## src/rtl/sevenseg_scan_ctrl.sv

```systemverilog
// sevenseg_scan_ctrl: time-multiplexed common-anode seven-segment scanner
// with frame-boundary double buffering of the display word.
module sevenseg_scan_ctrl #(
   parameter int DIGITS       = 4,
   parameter int REFRESH_DIV  = 100000,
   parameter int BLANK_CYCLES = 500
) (
   input  logic                  clk,
   input  logic                  rst,
   input  logic                  load,
   input  logic [4*DIGITS-1:0]   value,
   input  logic [DIGITS-1:0]     blank,
   input  logic [DIGITS-1:0]     dp_in,
   output logic                  a,
   output logic                  b,
   output logic                  c,
   output logic                  d,
   output logic                  e,
   output logic                  f,
   output logic                  g,
   output logic                  dp,
   output logic [DIGITS-1:0]     an,
   output logic                  update_pending,
   output logic                  frame_done
);
   localparam int CW = $clog2(REFRESH_DIV);
   localparam int IW = $clog2(DIGITS);
   logic [CW-1:0]          cnt;
   logic [IW-1:0]          idx;
   logic [4*DIGITS-1:0]    sh_val, act_val;
   logic [DIGITS-1:0]      sh_blank, sh_dp, act_blank, act_dp;
   logic                   slot_end, frame_end, lit_on;
   logic [3:0]             nib;
   logic [6:0]             seg;
   assign slot_end  = cnt == CW'(REFRESH_DIV - 1);
   assign frame_end = slot_end && idx == IW'(DIGITS - 1);
   assign lit_on    = cnt >= CW'(BLANK_CYCLES) && !act_blank[idx];
   assign nib       = act_val[{idx, 2'b00} +: 4];
   // active-low {a,b,c,d,e,f,g}
   always_comb begin
      case (nib)
         4'h0: seg = 7'h01;
         4'h1: seg = 7'h4F;
         4'h2: seg = 7'h12;
         4'h3: seg = 7'h06;
         4'h4: seg = 7'h4C;
         4'h5: seg = 7'h24;
         4'h6: seg = 7'h20;
         4'h7: seg = 7'h0F;
         4'h8: seg = 7'h00;
         4'h9: seg = 7'h04;
         4'hA: seg = 7'h08;
         4'hB: seg = 7'h60;
         4'hC: seg = 7'h31;
         4'hD: seg = 7'h42;
         4'hE: seg = 7'h30;
         default: seg = 7'h38;
      endcase
   end
   always_ff @(posedge clk) begin
      if (rst) begin
         cnt            <= '0;
         idx            <= '0;
         sh_val         <= '0;
         sh_blank       <= '0;
         sh_dp          <= '0;
         act_val        <= '0;
         act_blank      <= '1;
         act_dp         <= '0;
         update_pending <= 1'b0;
         frame_done     <= 1'b0;
         {a, b, c, d, e, f, g} <= 7'h7F;
         dp             <= 1'b1;
         an             <= '1;
      end else begin
         cnt        <= slot_end ? '0 : cnt + 1'b1;
         if (slot_end) idx <= frame_end ? '0 : idx + 1'b1;
         frame_done <= frame_end;
         // a load coinciding with the frame end bypasses the shadow entirely
         if (frame_end) begin
            update_pending <= 1'b0;
            if (load) {act_val, act_blank, act_dp} <= {value, blank, dp_in};
            else if (update_pending) {act_val, act_blank, act_dp} <= {sh_val, sh_blank, sh_dp};
         end else if (load) begin
            {sh_val, sh_blank, sh_dp} <= {value, blank, dp_in};
            update_pending <= 1'b1;
         end
         an  <= lit_on ? ~(DIGITS'(1) << idx) : '1;
         {a, b, c, d, e, f, g} <= lit_on ? seg : 7'h7F;
         dp  <= lit_on ? ~act_dp[idx] : 1'b1;
      end
   end
endmodule

```

## config.mk

```make
export PLATFORM = sky130hd
export DESIGN_NAME = sevenseg_scan_ctrl
export DESIGN_NICKNAME = d
export VERILOG_FILES = /design/src/rtl/sevenseg_scan_ctrl.sv
export SDC_FILE = /design/constraint.sdc
export NUM_CORES = 1
export LEC_CHECK = 0
export BUFFER_PORTS_ARGS = -buffer_cell sky130_fd_sc_hd__buf_2
export CORE_ASPECT_RATIO = 0.9
export CORE_MARGIN = 2
export CORE_UTILIZATION = 60
export DETAILED_ROUTE_END_ITERATION = 16
export PLACE_DENSITY = 0.86
export REMOVE_ABC_BUFFERS = 1
export SYNTH_ARGS = -nofsm -noshare
export SYNTH_HDL_FRONTEND = slang
export SYNTH_SLANG_ARGS = --single-unit
```

## constraint.sdc

```tcl
create_clock -name clk -period 5.7 [get_ports clk]
set_clock_uncertainty 0.05 [all_clocks]
set_input_delay 1.425 -clock clk [delete_from_list [all_inputs] [get_ports clk]]
set_output_delay 1.425 -clock clk [all_outputs]
set_load 0.1 [all_outputs]
```

==> flow_summary.json, run 1 <==
{
  "status": "completed",
  "fmax_ghz": 0.296,
  "setup_viol": 0,
  "crit_type": "in -> reg",
  "drt_iter0_drc": 159,
  "sw_frac_of_total_pct": 24.0,
  "dp_cells": 536,
  "syn_inst": 430,
  "maxCapViolations": 0,
  "wl_um": 7520,
  "postRouteAntennaNets": 0,
  "tightest_slew_ns": 1.15,
  "clkLatencyLatePin_ns": 0.36,
  "cts_made_buffers": 9,
  "grt_pass1_vias": 2808,
  "cp-end-kind": "flop",
  "num_vias": 3016,
  "pwr-share-comb_pct": 7.4,
  "std_cell_rows": 28,
  "relSlewSlack_pct": 22.8,
  "port_buffers": 40,
  "hold_buffers": 0,
  "finalMaxSlewViolations": 0,
  "rr_worst_depth": 4,
  "htree_levels": 3,
  "clk_pin_slew_ns": 0.08,
  "report.final.hold_viol_count": 0,
  "avgSynthCellArea_um2": 9.82,
  "overflow": 0,
  "crit_path_start_kind": "input port",
  "worstHoldPathCells": 2,
  "final.setup.tns_ns": 0,
  "synth.distinct_cells": 44,
  "routed_via_density": 5.46,
  "power_switching_mw": 0.255,
  "nFillCells": 511,
  "yosysSeqAreaShare_pct": 38.4,
  "cellInternalPower_mw": 0.807,
  "dp_hpwl_um": 5160,
  "cts_tree": "built",
  "fp.dieH_um": 83.6,
  "clockBufferDepth": 2,
  "grt_start_max_net_pins": 103,
  "cts_setup_buffers": 0,
  "cp.required_ns": 5.90,
  "start_util_pct": 63.1,
  "yosysWarnings": 0,
  "grt.total_usage_pct": 20.8,
  "fin_crit_sh_pct": 59.2,
  "rsz0062_at_grt": "false",
  "worst-endpoint-arrival_ns": 3.58,
  "drive_gt1_share_pct": 19.3,
  "firstDrtPassIters": 5,
  "post_drt_wl_per_cell_um": 13.6,
  "die_area_um2": 7730,
  "ys_ff_latch": 81,
  "peakVddDrop_v": 0.000172,
  "post-route-util_pct": 68.9,
  "ys_async_sr_fraction_pct": 0,
  "clock-sinks": 81,
  "nNetsFinal": 496,
  "final_cells": 552,
  "areaGrowthSynthToFinish_pct": 9.21,
  "seqPwrFrac_pct": 55.2,
  "power.leakage_nw": 1.82,
  "antenna_cells": 0,
  "drc": 0,
  "gp_congestion": 0.851,
  "antenna_found_initial": 0,
  "die_w_um": 92.4,
  "fp.coreArea_um2": 6690,
  "synth_enable_flop_cells": 0,
  "ios": 41,
  "synth_area_um2": 4220,
  "cts_resized": 0,
  "power_density_nw_per_um2": 230,
  "holdCritPathClass": "reg -> reg",
  "p_clk_share_pct": 37.4,
  "grt_pass1_wl_um": 12900,
  "fin_crit_ns": 3.38,
  "synthFlopType": "dfxtp_1",
  "cp_max_fo": 30,
  "ctsRootBufferMaster": "clkbuf_8"
}
[layout make-up]
| class | count | area, um^2 | area share, % |
|---|---|---|---|
| multi-input cells | 313 | 2430 | 52.7 |
| flip-flops and latches | 81 | 1620 | 35.2 |
| repair buffers | 43 | 223 | 4.83 |
| clock buffers | 12 | 165 | 3.58 |
| well taps | 90 | 113 | 2.44 |
| inverters | 9 | 33.8 | 0.733 |
| clock inverters | 4 | 26.3 | 0.570 |
[worst max-delay path, cell delays in order]
cell and delay (ns):
buf_2 0.59, nor2_1 0.19, nor3_4 0.92, mux2_2 0.42
[stage by stage]
stage          instance area, um^2  setup WS (ns)  total power, mW  hold WS [ns]
3_3_place_gp                  4420           2.04            0.675         0.404
3_5_place_dp                  4420           1.94            0.678         0.417
4_1_cts                       4610           2.33             1.07         0.429
2_1_floorplan                 4090           2.94            0.644         0.391
6_report                      4610           2.32             1.06         0.427
5_1_grt                       4610           2.18             1.10         0.443
[Yosys cell counts (all sizes together) (3+ instances only)]
| cell type | instances | area [um^2] |
|---|---|---|
| a211oi | 4 | 30.0 |
| a21oi | 5 | 25.0 |
| and3 | 4 | 25.0 |
| buf | 13 | 85.1 |
| clkbuf | 14 | 52.6 |
| dfxtp | 81 | 1620 |
| ha | 12 | 150 |
| inv | 9 | 33.8 |
| mux2 | 24 | 270 |
| mux2i | 60 | 601 |
| mux4 | 6 | 135 |
| nand2 | 14 | 52.6 |
| nand2b | 49 | 307 |
| nand3 | 6 | 30.0 |
| nand4 | 9 | 77.6 |
| nor2 | 44 | 165 |
| nor2b | 24 | 150 |
| nor3 | 9 | 56.3 |
| nor4 | 4 | 40.0 |
| o211ai | 3 | 22.5 |
| o21a | 3 | 22.5 |
| o21ai | 3 | 15.0 |
| o221ai | 3 | 26.3 |
| xnor2 | 8 | 70.1 |
| xor2 | 5 | 43.8 |
[flip-flops by register name, indices dropped and copies added (netlist names)]
name	flops
b	1
c	1
g	1
d	1
update_pending	1
frame_done	1
act_blank	4
dp	1
cnt	17
act_dp	4
f	1
an	4
idx	2
sh_dp	4
sh_blank	4
e	1
sh_val	16
act_val	16
a	1
[power groups by stage]
stage          clock [mW]  sequential, mW  combinational, mW
5_1_grt             0.429           0.588             0.0879
3_5_place_dp            0           0.599             0.0790
6_report            0.397           0.586             0.0787
2_1_floorplan           0           0.601             0.0437
3_3_place_gp            0           0.598             0.0764
4_1_cts             0.406           0.586             0.0793
[path summary, 6_finish.rpt]
path / startpoint / end / slack (ns)
min: sh_val[0] / sh_val[0] / 0.43
min reg2reg: sh_val[0] / sh_val[0] / 0.43
max: load / act_dp[3] / 2.32
max reg2reg: idx[0] / act_dp[3] / 2.69
[cell families (layout without fill, tap and decap cells)]
logic type / after synthesis / after routing / synth area share (%)
muxes: 90 / 90 / 23.8
AOI/OAI and AO/OA: 28 / 28 / 4.83
DFF: 81 / 81 / 38.4
xor gates and xnor gates: 13 / 13 / 2.70
adders and majority gates: 12 / 12 / 3.56
buffers and inverters: 36 / 68 / 4.06
and+or+nand+nor: 170 / 170 / 22.6
[per-layer routing]
layer,routed length [um],track usage [%],share of wire (%),vias to the layer above
met5,0,0,0,-
met4,85,5.16,1.1,0
met3,302,6.78,4.0,9
met2,3560,33.6,47,62
met1,3580,26.9,48,1412
li1,-,-,-,1533
[layout by cell type, fill, tap and decap left out, drive strengths merged, types with 9 or more instances in the layout]
cell type / count
inv: 9
buf: 43
nand2b: 49
nand4: 9
clkbuf: 12
nor2b: 24
mux2: 24
nand2: 14
ha: 12
nor3: 9
dfxtp: 81
nor2: 44
mux2i: 60
Power figures use the tool's default switching activity.
==> run 2, diff against run 1 <==
--- a/config.mk
+++ b/config.mk
@@ -5,12 +5,13 @@
 export SDC_FILE = /design/constraint.sdc
 export NUM_CORES = 1
 export LEC_CHECK = 0
+export ABC_AREA = 1
 export BUFFER_PORTS_ARGS = -buffer_cell sky130_fd_sc_hd__buf_2
 export CORE_ASPECT_RATIO = 0.9
 export CORE_MARGIN = 2
-export CORE_UTILIZATION = 60
+export CORE_UTILIZATION = 59
 export DETAILED_ROUTE_END_ITERATION = 16
-export PLACE_DENSITY = 0.86
+export PLACE_DENSITY = 0.85
 export REMOVE_ABC_BUFFERS = 1
 export SYNTH_ARGS = -nofsm -noshare
 export SYNTH_HDL_FRONTEND = slang
==> constraint.sdc (replaced) <==
create_clock -name clk -period 3.3 [get_ports clk]
set_clock_uncertainty 0.05 [all_clocks]
set_input_delay 0.825 -clock clk [delete_from_list [all_inputs] [get_ports clk]]
set_output_delay 0.825 -clock clk [all_outputs]
set_load 0.1 [all_outputs]
==> flow_summary.json, run 2 <==
{
  "status": "completed",
  "cts_made_buffers": 9,
  "post-route-util_pct": 67.9,
  "synth_area_um2": 4040,
  "hold_buffers": 0,
  "cp.required_ns": 3.47,
  "num_vias": 3649,
  "fin_crit_ns": 2.32,
  "routed_via_density": 5.32,
  "wl_um": 8370,
  "areaGrowthSynthToFinish_pct": 10.7,
  "antenna_found_initial": 0,
  "largest_reg_flops": 17,
  "relSlewSlack_pct": 54.5,
  "ctsRootBufferMaster": "clkbuf_8",
  "ios": 41,
  "synth_area_leaders": "dfxtp_1 (40%), nand2_1 (12%), nor2_1 (9.9%), mux2i_1 (5.0%), nand3b_1 (4.1%)",
  "htree_levels": 3,
  "drc": 0,
  "worst-endpoint-arrival_ns": 2.49,
  "ys_async_sr_fraction_pct": 0,
  "synth_most_common_cell": "nand2_1",
  "dp_hpwl_um": 5840,
  "fmax_ghz": 0.431,
  "hold_ws_ns": 0.419,
  "syn_inst": 565,
  "peakVddDrop_v": 0.000308,
  "p_clk_share_pct": 41.5,
  "clock-sinks": 81,
  "post_drt_wl_per_cell_um": 12.2,
  "synth_area_leader_cell": "dfxtp_1",
  "cp-end-kind": "flop",
  "cellInternalPower_mw": 1.52,
  "clkLatencyLatePin_ns": 0.36,
  "grt_start_max_net_pins": 41,
  "grt.total_usage_pct": 23.6,
  "layout_commonest_cell": "nand2_1",
  "pre_cts_ws_ns": 1.05,
  "std_cell_rows": 28,
  "crit_type": "reg -> reg",
  "postRouteAntennaNets": 0,
  "drt_iter0_drc": 214,
  "pwr-share-comb_pct": 7.0,
  "cts_resized": 0,
  "top_register": "cnt",
  "tightest_slew_ns": 0.681,
  "final_cell_mix": "nand2_1 (130), nor2_1 (107), dfxtp_1 (81)",
  "fin_crit_sh_pct": 70.3,
  "yosysWarnings": 0,
  "overflow": 0,
  "nFillCells": 583,
  "setup_viol": 0,
  "avgSynthCellArea_um2": 7.15,
  "cts_tree": "built",
  "clk_pin_slew_ns": 0.08,
  "drive_gt1_share_pct": 11.6,
  "fp.coreArea_um2": 6590,
  "nNetsFinal": 630,
  "report.final.hold_viol_count": 0,
  "synthFlopType": "dfxtp_1",
  "seqPwrFrac_pct": 51.5,
  "antenna_cells": 0,
  "synth_top_cells_by_count": "nand2_1 (130), nor2_1 (107), dfxtp_1 (81)",
  "multi_input_area_um2": 2130,
  "final.setup.tns_ns": 0,
  "finalMaxSlewViolations": 0,
  "synth_enable_flop_cells": 0,
  "power_switching_mw": 0.445,
  "seq_area_um2": 1620,
  "synth.distinct_cells": 28,
  "power.leakage_nw": 1.96,
  "clockBufferDepth": 2,
  "firstDrtPassIters": 4,
  "fp.dieH_um": 82.5,
  "postLayoutCellArea_um2": 4470,
  "cp_max_fo": 16,
  "postPlaceCellArea_um2": 4240,
  "synth_top_area_share_pct": 40.1,
  "reg_top3": "cnt: 17 flops, act_val: 16 flops, sh_val: 16 flops",
  "yosysSeqAreaShare_pct": 40.1,
  "finalWorstSetupSlack_ns": 0.981,
  "grt_pass1_vias": 3324,
  "cts_setup_buffers": 0,
  "crit_path_start_kind": "flop",
  "rsz0062_at_grt": "false",
  "gp_congestion": 0.895,
  "port_buffers": 40,
  "grt_pass1_wl_um": 14500,
  "sw_frac_of_total_pct": 22.6,
  "maxCapViolations": 0,
  "holdCritPathClass": "reg -> reg",
  "power_density_nw_per_um2": 440,
  "start_util_pct": 61.3,
  "die_area_um2": 7520,
  "die_w_um": 91.2,
  "ys_ff_latch": 81
}
==> run 2: changes by cell type after synthesis, moves of 13 or more <==
cell / previous run / this run
nand4_1: 7 / 25
o21ai_0: 3 / 16
a21oi_1: 5 / 31
nor2b_1: 24 / 0
mux2_2: 18 / 0
nand3_1: 6 / 30
inv_1: 9 / 36
nand3b_1: 0 / 22
mux2i_1: 60 / 20
nor2_1: 44 / 107
nand2_1: 14 / 130
nand2b_1: 49 / 0
==> run 2: layout make-up <==
| class | count | area share [%] |
|---|---|---|
| Timing Repair Buffer | 46 | 5.48 |
| Tap cell | 90 | 2.52 |
| Multi-Input combinational cell | 416 | 47.5 |
| Inverter | 37 | 3.10 |
| Clock inverter | 5 | 1.73 |
| Sequential cell | 81 | 36.3 |
| Clock buffer | 11 | 3.38 |
==> run 2: routing by layer <==
layer / routed length (um) / vias to the layer above / global-route usage [%] / part of all wire, %
met5: 0 / - / 0 / 0
met4: 65 / 0 / 8.48 / 0.78
met3: 450 / 10 / 5.35 / 5.4
met2: 4010 / 86 / 41.5 / 48
met1: 3840 / 1663 / 29.0 / 46
li1: - / 1890 / - / -
==> run 2: logic make-up after synthesis <==
group	Yosys count	share of synthesized area, %
fa+ha+maj	12	3.72
buf+inv	68	7.22
flops	81	40.1
mux	20	4.96
xor+xnor	6	1.30
compound gates	53	6.91
simple gates	325	35.7
==> run 2: power by group through the flow <==
stage          clock [mW]  sequential, mW  combinational, mW
2_1_floorplan           0            1.04             0.0818
3_3_place_gp            0            1.03              0.132
3_5_place_dp            0            1.04              0.137
4_1_cts             0.830            1.01              0.138
5_1_grt             0.868            1.02              0.156
6_report            0.816            1.01              0.137
==> run 2: path summary, 6_finish.rpt <==
kind,startpoint,endpoint,slack (ns),cells after the start
max,idx[0],d,0.98,9
min,cnt[0],cnt[0],0.42,1
max reg2reg,idx[0],d,0.98,9
min reg2reg,cnt[0],cnt[0],0.42,1
==> run 2: metrics by stage <==
step | total power, mW | instances
2_1_floorplan | 1.12 | 534
3_3_place_gp | 1.17 | 670
3_5_place_dp | 1.17 | 670
4_1_cts | 1.98 | 686
5_1_grt | 2.04 | 686
6_report | 1.97 | 686
==> run 2: critical path, stage by stage (launching register included) <==
cell and delay [ns]:
dfxtp_1 0.59, inv_1 0.34, nand2_1 0.17, o211ai_1 0.10, nand2_1 0.16, inv_1 0.12, ha_1 0.32, nor2_1 0.05
o21ai_0 0.19, nand3_1 0.09
==> run 3, diff against run 2 <==
--- a/config.mk
+++ b/config.mk
@@ -5,13 +5,13 @@
 export SDC_FILE = /design/constraint.sdc
 export NUM_CORES = 1
 export LEC_CHECK = 0
-export ABC_AREA = 1
+export ABC_AREA = 0
 export BUFFER_PORTS_ARGS = -buffer_cell sky130_fd_sc_hd__buf_2
 export CORE_ASPECT_RATIO = 0.9
 export CORE_MARGIN = 2
-export CORE_UTILIZATION = 59
+export CORE_UTILIZATION = 53
 export DETAILED_ROUTE_END_ITERATION = 16
-export PLACE_DENSITY = 0.85
+export PLACE_DENSITY = 0.8
 export REMOVE_ABC_BUFFERS = 1
 export SYNTH_ARGS = -nofsm -noshare
 export SYNTH_HDL_FRONTEND = slang
==> constraint.sdc (replaced) <==
create_clock -name clk -period 2 [get_ports clk]
set_clock_uncertainty 0.05 [all_clocks]
set_input_delay 0.5 -clock clk [delete_from_list [all_inputs] [get_ports clk]]
set_output_delay 0.5 -clock clk [all_outputs]
set_load 0.1 [all_outputs]
==> flow_summary.json, run 3 (synthesis results as in run 1) <==
{
  "fp.coreArea_um2": 7620,
  "cp.required_ns": 2.19,
  "finalWorstSetupSlack_ns": 0.0381,
  "report.final.hold_viol_count": 0,
  "post_drt_wl_per_cell_um": 14.8,
  "cp_max_fo": 6,
  "clkLatencyLatePin_ns": 0.36,
  "firstDrtPassIters": 4,
  "cts_tree": "built",
  "cp-startpoint": "cnt[13]",
  "pre_cts_ws_ns": -0.144,
  "antenna_cells": 0,
  "cp.depth": 6,
  "reg2reg_to": "act_val[2]",
  "crit_chain": "nor4_4, nand4_4, nor3_4, buf_4, buf_6, mux2_2",
  "crit_path_top_delay_cell": "nor4_4",
  "path_delay_family": "simple AND/OR/NAND/NOR gates",
  "power.leakage_nw": 2.01,
  "dp_cells": 569,
  "grt_pass1_vias": 3156,
  "ctsRootBufferMaster": "clkbuf_8",
  "grt_pass1_wl_um": 14400,
  "final_cells": 590,
  "power_density_nw_per_um2": 665,
  "crit_type": "reg -> reg",
  "clk_pin_slew_ns": 0.08,
  "routed_via_density": 5.37,
  "areaGrowthSynthToFinish_pct": 17.9,
  "grt.total_usage_pct": 20.7,
  "cp.buffers_inverters": 2,
  "antenna_found_initial": 0,
  "seq_area_um2": 1630,
  "drt_iter0_drc": 134,
  "fin_crit_ns": 1.96,
  "final_cell_mix": "dfxtp_1 (79), mux2i_1 (59), nand2b_1 (49)",
  "overflow": 0,
  "std_cell_rows": 30,
  "gp_congestion": 0.944,
  "nFillCells": 588,
  "fmax_ghz": 0.510,
  "ios": 41,
  "htree_levels": 3,
  "drive_gt1_share_pct": 26.5,
  "maxCapViolations": 0,
  "port_buffers": 40,
  "cts_made_buffers": 9,
  "r2r_start": "cnt[13]",
  "cp-end-kind": "flop",
  "r2r_slack_ns": 0.04,
  "crit_path_start_kind": "flop",
  "wl_um": 8740,
  "fp.dieH_um": 88.7,
  "num_vias": 3167,
  "worst-endpoint-arrival_ns": 2.15,
  "max_stage_delay_ns": 0.42,
  "peakVddDrop_v": 0.000463,
  "die_w_um": 98.1,
  "finalMaxSlewViolations": 0,
  "postRouteAntennaNets": 0,
  "largest_reg_flops": 17,
  "clockBufferDepth": 2,
  "status": "completed",
  "fin_crit_sh_pct": 98.1,
  "grt_start_max_net_pins": 38,
  "relSlewSlack_pct": 67.3,
  "drc": 0,
  "multi_input_area_um2": 2460,
  "die_area_um2": 8700,
  "nNetsFinal": 528,
  "tightest_slew_ns": 0.493,
  "layout_commonest_cell": "dfxtp_1",
  "reg_top3": "cnt: 17 flops, act_val: 16 flops, sh_val: 16 flops",
  "holdCritPathClass": "in -> reg",
  "rr_worst_depth": 6,
  "dp_hpwl_um": 6250,
  "top_register": "cnt",
  "crit_end": "act_val[2]",
  "setup_viol": 0,
  "start_util_pct": 55.4,
  "clock-sinks": 81
}
## run 3: final cells by class
type | count | area share (%)
flip-flops and latches | 81 | 32.7
inverters | 9 | 0.729
repair buffers | 75 | 9.93
clock buffers | 12 | 3.32
multi-input cells | 313 | 49.4
clock inverters | 4 | 1.48
well taps | 96 | 2.41
## run 3: stage by stage
step | power, mW | hold WS, ns | cell area [um^2] | utilization [%] | TNS (ns)
after detailed placement | 1.95 | 0.414 | 4640 | 60.9 | -0.160
after floorplan | 1.84 | 0.391 | 4090 | - | -24.15
after CTS | 3.33 | 0.348 | 4890 | 64.2 | 0
after global routing | 3.42 | 0.356 | 4980 | 65.3 | -0.171
after global placement | 1.94 | 0.403 | 4640 | 60.9 | 0
final | 3.31 | 0.356 | 4980 | 65.3 | 0
## run 3: what timing repair did
| item | 4_1_cts | 5_1_grt |
|---|---|---|
| pin swaps | 0 | 2 |
| endpoints found under the setup margin | 3 | 39 |
| cloned | 0 | 2 |
| hold buffers | 0 | 0 |
| setup buffers | 0 | 3 |
| resized for setup | 3 | 18 |
## run 3: power by group
part	switching [mW]	internal [mW]
logic	0.135	0.116
clock network	0.588	0.806
registers	0.0192	1.65
total	0.742	2.57
## run 3: worst min path at each step
stage	from	endpoint	slack [ns]	cells after the start
3_5_place_dp	sh_val[0]	sh_val[0]	0.41	2
4_1_cts	dp_in[1]	sh_dp[1]	0.35	3
6_report	value[13]	sh_val[13]	0.36	3
2_1_floorplan	cnt[0]	cnt[0]	0.39	1
3_3_place_gp	sh_blank[2]	sh_blank[2]	0.40	2
5_1_grt	value[8]	sh_val[8]	0.36	3
## run 3: layer usage
| layer | wire length, um | global-route usage [%] | share of wire [%] | up-vias |
|---|---|---|---|---|
| met5 | 0 | 0 | 0 | - |
| met4 | 190 | 9.85 | 2.2 | 0 |
| met3 | 297 | 4.11 | 3.4 | 18 |
| met2 | 4150 | 34.6 | 47 | 60 |
| met1 | 4100 | 26.0 | 47 | 1480 |
| li1 | - | - | - | 1609 |
## run 3: worst register-to-register path, cell delays in order, from the launching register on
cell	delay, ns
dfxtp_1	0.37
nor4_4	0.42
nand4_4	0.18
nor3_4	0.18
buf_4	0.17
buf_6	0.14
mux2_2	0.33
